## src/rtl/muldiv_pkg.sv

```systemverilog
// Shared opcodes, FSM states and iteration counts for the multiply/divide unit.
// MULDIV_RADIX4_EN selects radix-4 Booth multiply (16 iterations instead of 32).
package muldiv_pkg;

    localparam logic OP_MUL = 1'b0;
    localparam logic OP_DIV = 1'b1;

    typedef enum logic [1:0] {IDLE, RUN, DONE} state_t;

`ifdef MULDIV_RADIX4_EN
    localparam int MUL_ITER = 16;
`else
    localparam int MUL_ITER = 32;
`endif
    localparam int DIV_ITER = 32;

    localparam logic [31:0] DIV0_QUOT = 32'hFFFFFFFF;

endpackage

```

## src/rtl/mul_div_unit_if.sv

```systemverilog
// Operand/result bundle between datapath control and the multiply/divide unit.
interface mul_div_unit_if #(parameter int WIDTH = 32);

    logic             start;
    logic             op;
    logic [WIDTH-1:0] A;
    logic [WIDTH-1:0] B;
    logic [WIDTH-1:0] Zhigh;
    logic [WIDTH-1:0] Zlow;
    logic             busy;
    logic             done;
    logic             div_zero;

    modport master (output start, op, A, B,
                    input  Zhigh, Zlow, busy, done, div_zero);
    modport slave  (input  start, op, A, B,
                    output Zhigh, Zlow, busy, done, div_zero);

endinterface

```

## src/rtl/nr_div_step.sv

```systemverilog
// One combinational non-restoring division iteration on unsigned magnitudes.
module nr_div_step #(parameter int WIDTH = 32) (
    input  logic signed [WIDTH+1:0] rem,
    input  logic        [WIDTH-1:0] quo,
    input  logic        [WIDTH-1:0] divisor,
    output logic signed [WIDTH+1:0] rem_nx,
    output logic        [WIDTH-1:0] quo_nx
);

    logic signed [WIDTH+1:0] shifted;
    logic signed [WIDTH+1:0] d_x;

    always_comb begin
        // Partial remainder stays within [-d, d), so dropping its top bit on the shift is safe.
        shifted = {rem[WIDTH:0], quo[WIDTH-1]};
        d_x     = {2'b00, divisor};
        rem_nx  = rem[WIDTH+1] ? (shifted + d_x) : (shifted - d_x);
        quo_nx  = {quo[WIDTH-2:0], ~rem_nx[WIDTH+1]};
    end

endmodule

```

## src/rtl/mul_div_unit.sv

```systemverilog
// Iterative signed multiply (Booth) / divide (non-restoring, sign fix-up) feeding Zhigh/Zlow.
// MULDIV_RADIX4_EN switches the Booth step to radix-4; results are identical either way.
module mul_div_unit
    import muldiv_pkg::*;
#(
    parameter int WIDTH = 32
) (
    input logic          Clock,
    input logic          clear,
    mul_div_unit_if.slave bus
);

    localparam logic [5:0] MUL_LAST = 6'(MUL_ITER - 1);
    localparam logic [5:0] DIV_LAST = 6'(DIV_ITER - 1);

    state_t                  state, state_nx;
    logic [5:0]              cnt;
    logic                    op_r, a_neg, b_neg, q_1;
    logic signed [WIDTH+1:0] hi;
    logic [WIDTH-1:0]        lo, opnd;
    logic [WIDTH-1:0]        zhigh, zlow;
    logic                    dz;
    logic                    last;

    logic signed [WIDTH+1:0] mcand_x, booth_sum, mul_hi_nx;
    logic [WIDTH-1:0]        mul_lo_nx;
    logic                    mul_q1_nx;
    logic signed [WIDTH+1:0] div_rem_nx, div_d_x;
    logic [WIDTH-1:0]        div_quo_nx, div_rem_mag;

    function automatic logic [WIDTH-1:0] abs_val(input logic [WIDTH-1:0] x);
        return x[WIDTH-1] ? -x : x;
    endfunction

    function automatic logic [WIDTH-1:0] cond_neg(input logic [WIDTH-1:0] x, input logic neg);
        return neg ? -x : x;
    endfunction

    assign last = (cnt == ((op_r == OP_DIV) ? DIV_LAST : MUL_LAST));

    // Booth step on {hi, lo, q_1}; hi carries guard bits so +/-2A never overflows.
    always_comb begin
        mcand_x = {{2{opnd[WIDTH-1]}}, opnd};
`ifdef MULDIV_RADIX4_EN
        case ({lo[1:0], q_1})
            3'b001, 3'b010: booth_sum = hi + mcand_x;
            3'b011:         booth_sum = hi + (mcand_x <<< 1);
            3'b100:         booth_sum = hi - (mcand_x <<< 1);
            3'b101, 3'b110: booth_sum = hi - mcand_x;
            default:        booth_sum = hi;
        endcase
        mul_hi_nx = booth_sum >>> 2;
        mul_lo_nx = {booth_sum[1:0], lo[WIDTH-1:2]};
        mul_q1_nx = lo[1];
`else
        case ({lo[0], q_1})
            2'b01:   booth_sum = hi + mcand_x;
            2'b10:   booth_sum = hi - mcand_x;
            default: booth_sum = hi;
        endcase
        mul_hi_nx = booth_sum >>> 1;
        mul_lo_nx = {booth_sum[0], lo[WIDTH-1:1]};
        mul_q1_nx = lo[0];
`endif
    end

    nr_div_step #(.WIDTH(WIDTH)) u_div_step (
        .rem     (hi),
        .quo     (lo),
        .divisor (opnd),
        .rem_nx  (div_rem_nx),
        .quo_nx  (div_quo_nx)
    );

    // Remainder add-back is applied on the final iteration's result, not in an extra cycle.
    always_comb begin
        div_d_x     = {2'b00, opnd};
        div_rem_mag = WIDTH'(div_rem_nx[WIDTH+1] ? (div_rem_nx + div_d_x) : div_rem_nx);
    end

    always_comb begin
        state_nx = state;
        case (state)
            IDLE: if (bus.start)
                      state_nx = (bus.op == OP_DIV && bus.B == '0) ? DONE : RUN;
            RUN:  if (last) state_nx = DONE;
            DONE: state_nx = IDLE;
            default: state_nx = IDLE;
        endcase
    end

    always_ff @(posedge Clock or negedge clear) begin
        if (!clear) begin
            state <= IDLE;
            cnt   <= '0;
            op_r  <= OP_MUL;
            a_neg <= 1'b0;
            b_neg <= 1'b0;
            q_1   <= 1'b0;
            hi    <= '0;
            lo    <= '0;
            opnd  <= '0;
            zhigh <= '0;
            zlow  <= '0;
            dz    <= 1'b0;
        end else begin
            state <= state_nx;
            case (state)
                IDLE: if (bus.start) begin
                    op_r  <= bus.op;
                    cnt   <= '0;
                    dz    <= 1'b0;
                    q_1   <= 1'b0;
                    hi    <= '0;
                    a_neg <= bus.A[WIDTH-1];
                    b_neg <= bus.B[WIDTH-1];
                    if (bus.op == OP_DIV) begin
                        lo   <= abs_val(bus.A);
                        opnd <= abs_val(bus.B);
                        if (bus.B == '0) begin
                            dz    <= 1'b1;
                            zlow  <= WIDTH'(DIV0_QUOT);
                            zhigh <= bus.A;
                        end
                    end else begin
                        lo   <= bus.B;
                        opnd <= bus.A;
                    end
                end
                RUN: begin
                    cnt <= cnt + 6'd1;
                    if (op_r == OP_DIV) begin
                        hi <= div_rem_nx;
                        lo <= div_quo_nx;
                        if (last) begin
                            zlow  <= cond_neg(div_quo_nx, a_neg ^ b_neg);
                            zhigh <= cond_neg(div_rem_mag, a_neg);
                        end
                    end else begin
                        hi  <= mul_hi_nx;
                        lo  <= mul_lo_nx;
                        q_1 <= mul_q1_nx;
                        if (last) begin
                            zhigh <= mul_hi_nx[WIDTH-1:0];
                            zlow  <= mul_lo_nx;
                        end
                    end
                end
                default: ;
            endcase
        end
    end

    assign bus.Zhigh    = zhigh;
    assign bus.Zlow     = zlow;
    assign bus.div_zero = dz;
    assign bus.busy     = (state != IDLE);
    assign bus.done     = (state == DONE);

endmodule

```

## src/flat_wrapper.sv

```systemverilog
// flat-port wrapper written by rule: the top's interface ports become plain ports
module mul_div_unit_flat import muldiv_pkg::*;
#(
    parameter int WIDTH = 32
)
  (Clock, clear, bus_start, bus_op, bus_A, bus_B, bus_Zhigh, bus_Zlow, bus_busy, bus_done, bus_div_zero);
  mul_div_unit_if #(.WIDTH(WIDTH)) bus_i ();
  input logic Clock;
  input logic clear;
  input wire logic [$bits(bus_i.start)-1:0] bus_start;
  input wire logic [$bits(bus_i.op)-1:0] bus_op;
  input wire logic [$bits(bus_i.A)-1:0] bus_A;
  input wire logic [$bits(bus_i.B)-1:0] bus_B;
  output wire logic [$bits(bus_i.Zhigh)-1:0] bus_Zhigh;
  output wire logic [$bits(bus_i.Zlow)-1:0] bus_Zlow;
  output wire logic [$bits(bus_i.busy)-1:0] bus_busy;
  output wire logic [$bits(bus_i.done)-1:0] bus_done;
  output wire logic [$bits(bus_i.div_zero)-1:0] bus_div_zero;
  assign bus_i.start = bus_start;
  assign bus_i.op = bus_op;
  assign bus_i.A = bus_A;
  assign bus_i.B = bus_B;
  assign bus_Zhigh = bus_i.Zhigh;
  assign bus_Zlow = bus_i.Zlow;
  assign bus_busy = bus_i.busy;
  assign bus_done = bus_i.done;
  assign bus_div_zero = bus_i.div_zero;
  mul_div_unit #(.WIDTH(WIDTH)) u_core (.Clock(Clock), .clear(clear), .bus(bus_i));
endmodule
```

## config.mk

```make
export PLATFORM = sky130hd
export DESIGN_NAME = mul_div_unit_flat
export DESIGN_NICKNAME = d
export VERILOG_FILES = /design/src/rtl/muldiv_pkg.sv /design/src/rtl/mul_div_unit_if.sv /design/src/rtl/nr_div_step.sv /design/src/rtl/mul_div_unit.sv /design/src/flat_wrapper.sv
export SDC_FILE = /design/constraint.sdc
export NUM_CORES = 1
export LEC_CHECK = 0
export ABC_AREA = 0
export CORE_ASPECT_RATIO = 1.5
export CORE_MARGIN = 2
export CORE_UTILIZATION = 60
export CTS_BUF_LIST = sky130_fd_sc_hd__clkbuf_16
export DETAILED_ROUTE_END_ITERATION = 7
export HOLD_SLACK_MARGIN = 0.12
export PLACE_DENSITY = 0.81
export SLEW_MARGIN = 20
export SYNTH_ARGS = -nofsm -noshare
export SYNTH_HDL_FRONTEND = slang
export SYNTH_SLANG_ARGS = --single-unit
```

## constraint.sdc

```tcl
create_clock -name Clock -period 14.6 [get_ports Clock]
set_input_delay 4.38 -clock Clock [delete_from_list [all_inputs] [get_ports Clock]]
set_output_delay 4.38 -clock Clock [all_outputs]
set_load 0.02 [all_outputs]
```

==> impl_metrics.toml <==
[grt]
grt_overflow = 0
antenna_found_initial = 1
first_global_vias = 19470
grtUsageTotal_pct = 40.35
grt_max_degree = 102
grt_pass1_wl_mm = 106.1

[timing]
slew_viol_final = 0
setup_viol = 0
period_needed_ns = 8.746
rsz0062_at_grt = "no"
fmax_mhz = 114.3
tns_ns = 0
hold_viol = 0
layout_worst_path_cycle_share_pct = 59.91
finClkSkew_ns = 0.009245
hold_ws_ns = 0.5004
slew_headroom_pct = 20.90
tightest_slew_ns = 1.172

[placed_design]
portBuffers = 134
placed_cell_area_um2 = 20480
place.gp.congestion = 1.035
hpwl_mm = 50.92

[synthesis]
synth-simple-area-share_pct = 21.53
synth.area.mux_share_pct = 4.177
synth_area_leaders = "dfrtp_1 (23%), ha_1 (7.1%), o21ai_0 (6.7%)"
yosys.area_share.adder_pct = 7.462
ys_ff_latch = 175
synth-compound-area-share_pct = 28.21
synthesis.instances = 2539
yosysUniqueCellTypes = 100
ys_seq_area_share_pct = 22.95
synthXorXnorAreaFrac_pct = 10.79
synth_area_um2 = 19080
synth_edf_count = 0
syn-num-nets = 2719
yosysTopAreaCell = "dfrtp_1"
syn_area_per_cell_um2 = 7.515
synthArstFlopShare_pct = 100.0
synth_top_family_by_area = "compound AO/OA/AOI/OAI gates"
synth_top_area_share_pct = 22.95
yosys_warnings = 0
synth_ff_type = "dfrtp_1"

[drt]
routedWlPerCell_um = 22.72
ant_nets = 0
wl_met3_mm = 6.042
vias_per_cell = 6.783
firstDrtPassIters = 7
highest_layer = "met4"
wl_mm = 67.61
drtIter0Drc = 1918
drc_errors = 0
wl_met1_mm = 26.19
num_vias = 20190
wl_met2_mm = 31.95

[die]
fp.dieH_um = 222.4
io-pin-count = 135
die_area_um2 = 33270
coreArea_um2 = 31530
start_util_pct = 60.52
rows = 80
die_w_um = 149.6

[clocking]
clk_pin_slew_ns = 0.07
cts_hold_buf = 0
cts.sinks = 175
clk_latency_ns = 0.45
post_cts_buffers = 0
h-tree-depth = 4
numCtsBuffers = 17
clockBufferDepth = 2
cts_resized = 0
cts-root-buf = "clkbuf_16"
cts_tree = "yes"

[critical_path]
rrSetupSlack_ns = 5.88
critPathRequiredTime_ns = 14.95
crit_arrival_ns = 9.09
end_kind = "flop"
cp-start-kind = "input pin"
path_class = "input pin to flop"
critPathMaxFanout = 49

[final_layout]
nFillCells = 2773
final_core_utilization_pct = 67.05
regArea_um2 = 4383
fin_nets = 2732
finalInstanceArea_um2 = 21140
drive_above_1_share_pct = 4.951
multi_input_area_um2 = 13800
mostFrequentLayoutCell = "nand2_1"
syn2layout_area_growth_pct = 10.79
final_cell_mix = "nand2_1 (302), o21ai_0 (257), nor2_1 (228)"

[job]
maxCapViolCount = 0

[min_path]
hp-class = "flop to flop"

[run_status]
status = "complete, no violations"
## per-stage QoR
stage               worst slack (ns)  instances
floorplan                      6.924       2539
global placement               5.510       2941
detailed placement             5.435       2942
CTS                            5.910       2974
global route                   5.344       2976
finish                         5.854       2976
## cell type report
class,count,share of cell area (%)
Multi-Input combinational cell,2129,65.28
Antenna cell,1,0.01184
Inverter,70,1.255
Clock buffer,17,2.012
Tap cell,410,2.427
Sequential cell,175,20.73
Timing Repair Buffer,159,7.333
Clock inverter,15,0.9529
## cell families (layout without fill, tap and decap cells)
| family | after synthesis | count (layout) |
|---|---|---|
| AO/OA/AOI/OAI | 848 | 848 |
| buffers and inverters | 235 | 261 |
| adder cells (fa/ha/maj) | 112 | 112 |
| AND/OR/NAND/NOR | 859 | 859 |
| flip-flops | 175 | 175 |
| other | 0 | 1 |
| multiplexers | 75 | 75 |
| XOR/XNOR | 235 | 235 |
## worst paths after layout
check | from | endpoint | cells past startpoint
max in group asynchronous | clear | u_core.bus.Zhigh[20]$_DFFE_PN0P_ | 3
min reg2reg | u_core.bus.Zhigh[13]$_DFFE_PN0P_ | u_core.bus.Zhigh[13]$_DFFE_PN0P_ | 2
min in group asynchronous | clear | u_core.hi[29]$_DFFE_PN0P_ | 1
max reg2reg | u_core.opnd[11]$_DFFE_PN0P_ | u_core.bus.Zlow[30]$_DFFE_PN0P_ | 29
max | bus_B[5] | u_core.bus.Zhigh[6]$_DFFE_PN0P_ | 13
min | u_core.bus.Zhigh[13]$_DFFE_PN0P_ | u_core.bus.Zhigh[13]$_DFFE_PN0P_ | 2
## synthesized netlist by cell type (25+ instances only)
cell type,number
nand2_1,303
o21ai_0,257
nor2_1,229
a21oi_1,208
dfrtp_1,175
xor2_1,125
clkbuf_1,119
xnor2_1,110
ha_1,109
nor3_1,70
inv_1,68
a21o_1,52
mux2i_1,50
nand3_1,41
o31ai_1,35
a31oi_1,33
o21a_1,27
nor4_1,25
or3_1,25
## per-layer routing
layer  track usage [%]  up-vias
li1                  -     9285
met1             51.01     9542
met2             66.32     1146
met3             6.283      214
met4             20.52        0
met5                 0        -
## state kept, by name (all words and copies together), names as in the netlist
register and cells:
u_core.a_neg 1, u_core.b_neg 1, u_core.bus.Zhigh 32, u_core.bus.Zlow 32, u_core.bus.div_zero 1, u_core.cnt 6
u_core.hi 34, u_core.lo 32, u_core.op_r 1, u_core.opnd 32, u_core.q_1 1, u_core.state 2
## worst max-delay path: stages
cell	delay, ns
clkdlybuf4s50_1	0.49
nor3_1	0.29
nand3_1	0.22
or3_1	0.49
or4_1	0.61
or4_1	0.47
or3_1	0.40
nor4_4	0.27
nor2_2	0.05
buf_4	0.24
inv_2	0.81
o211ai_1	0.19
o21a_1	0.16
Power is left out: the tool's default activity adds up to more than one toggle a clock period on the data nets, which glitch-free logic cannot reach.
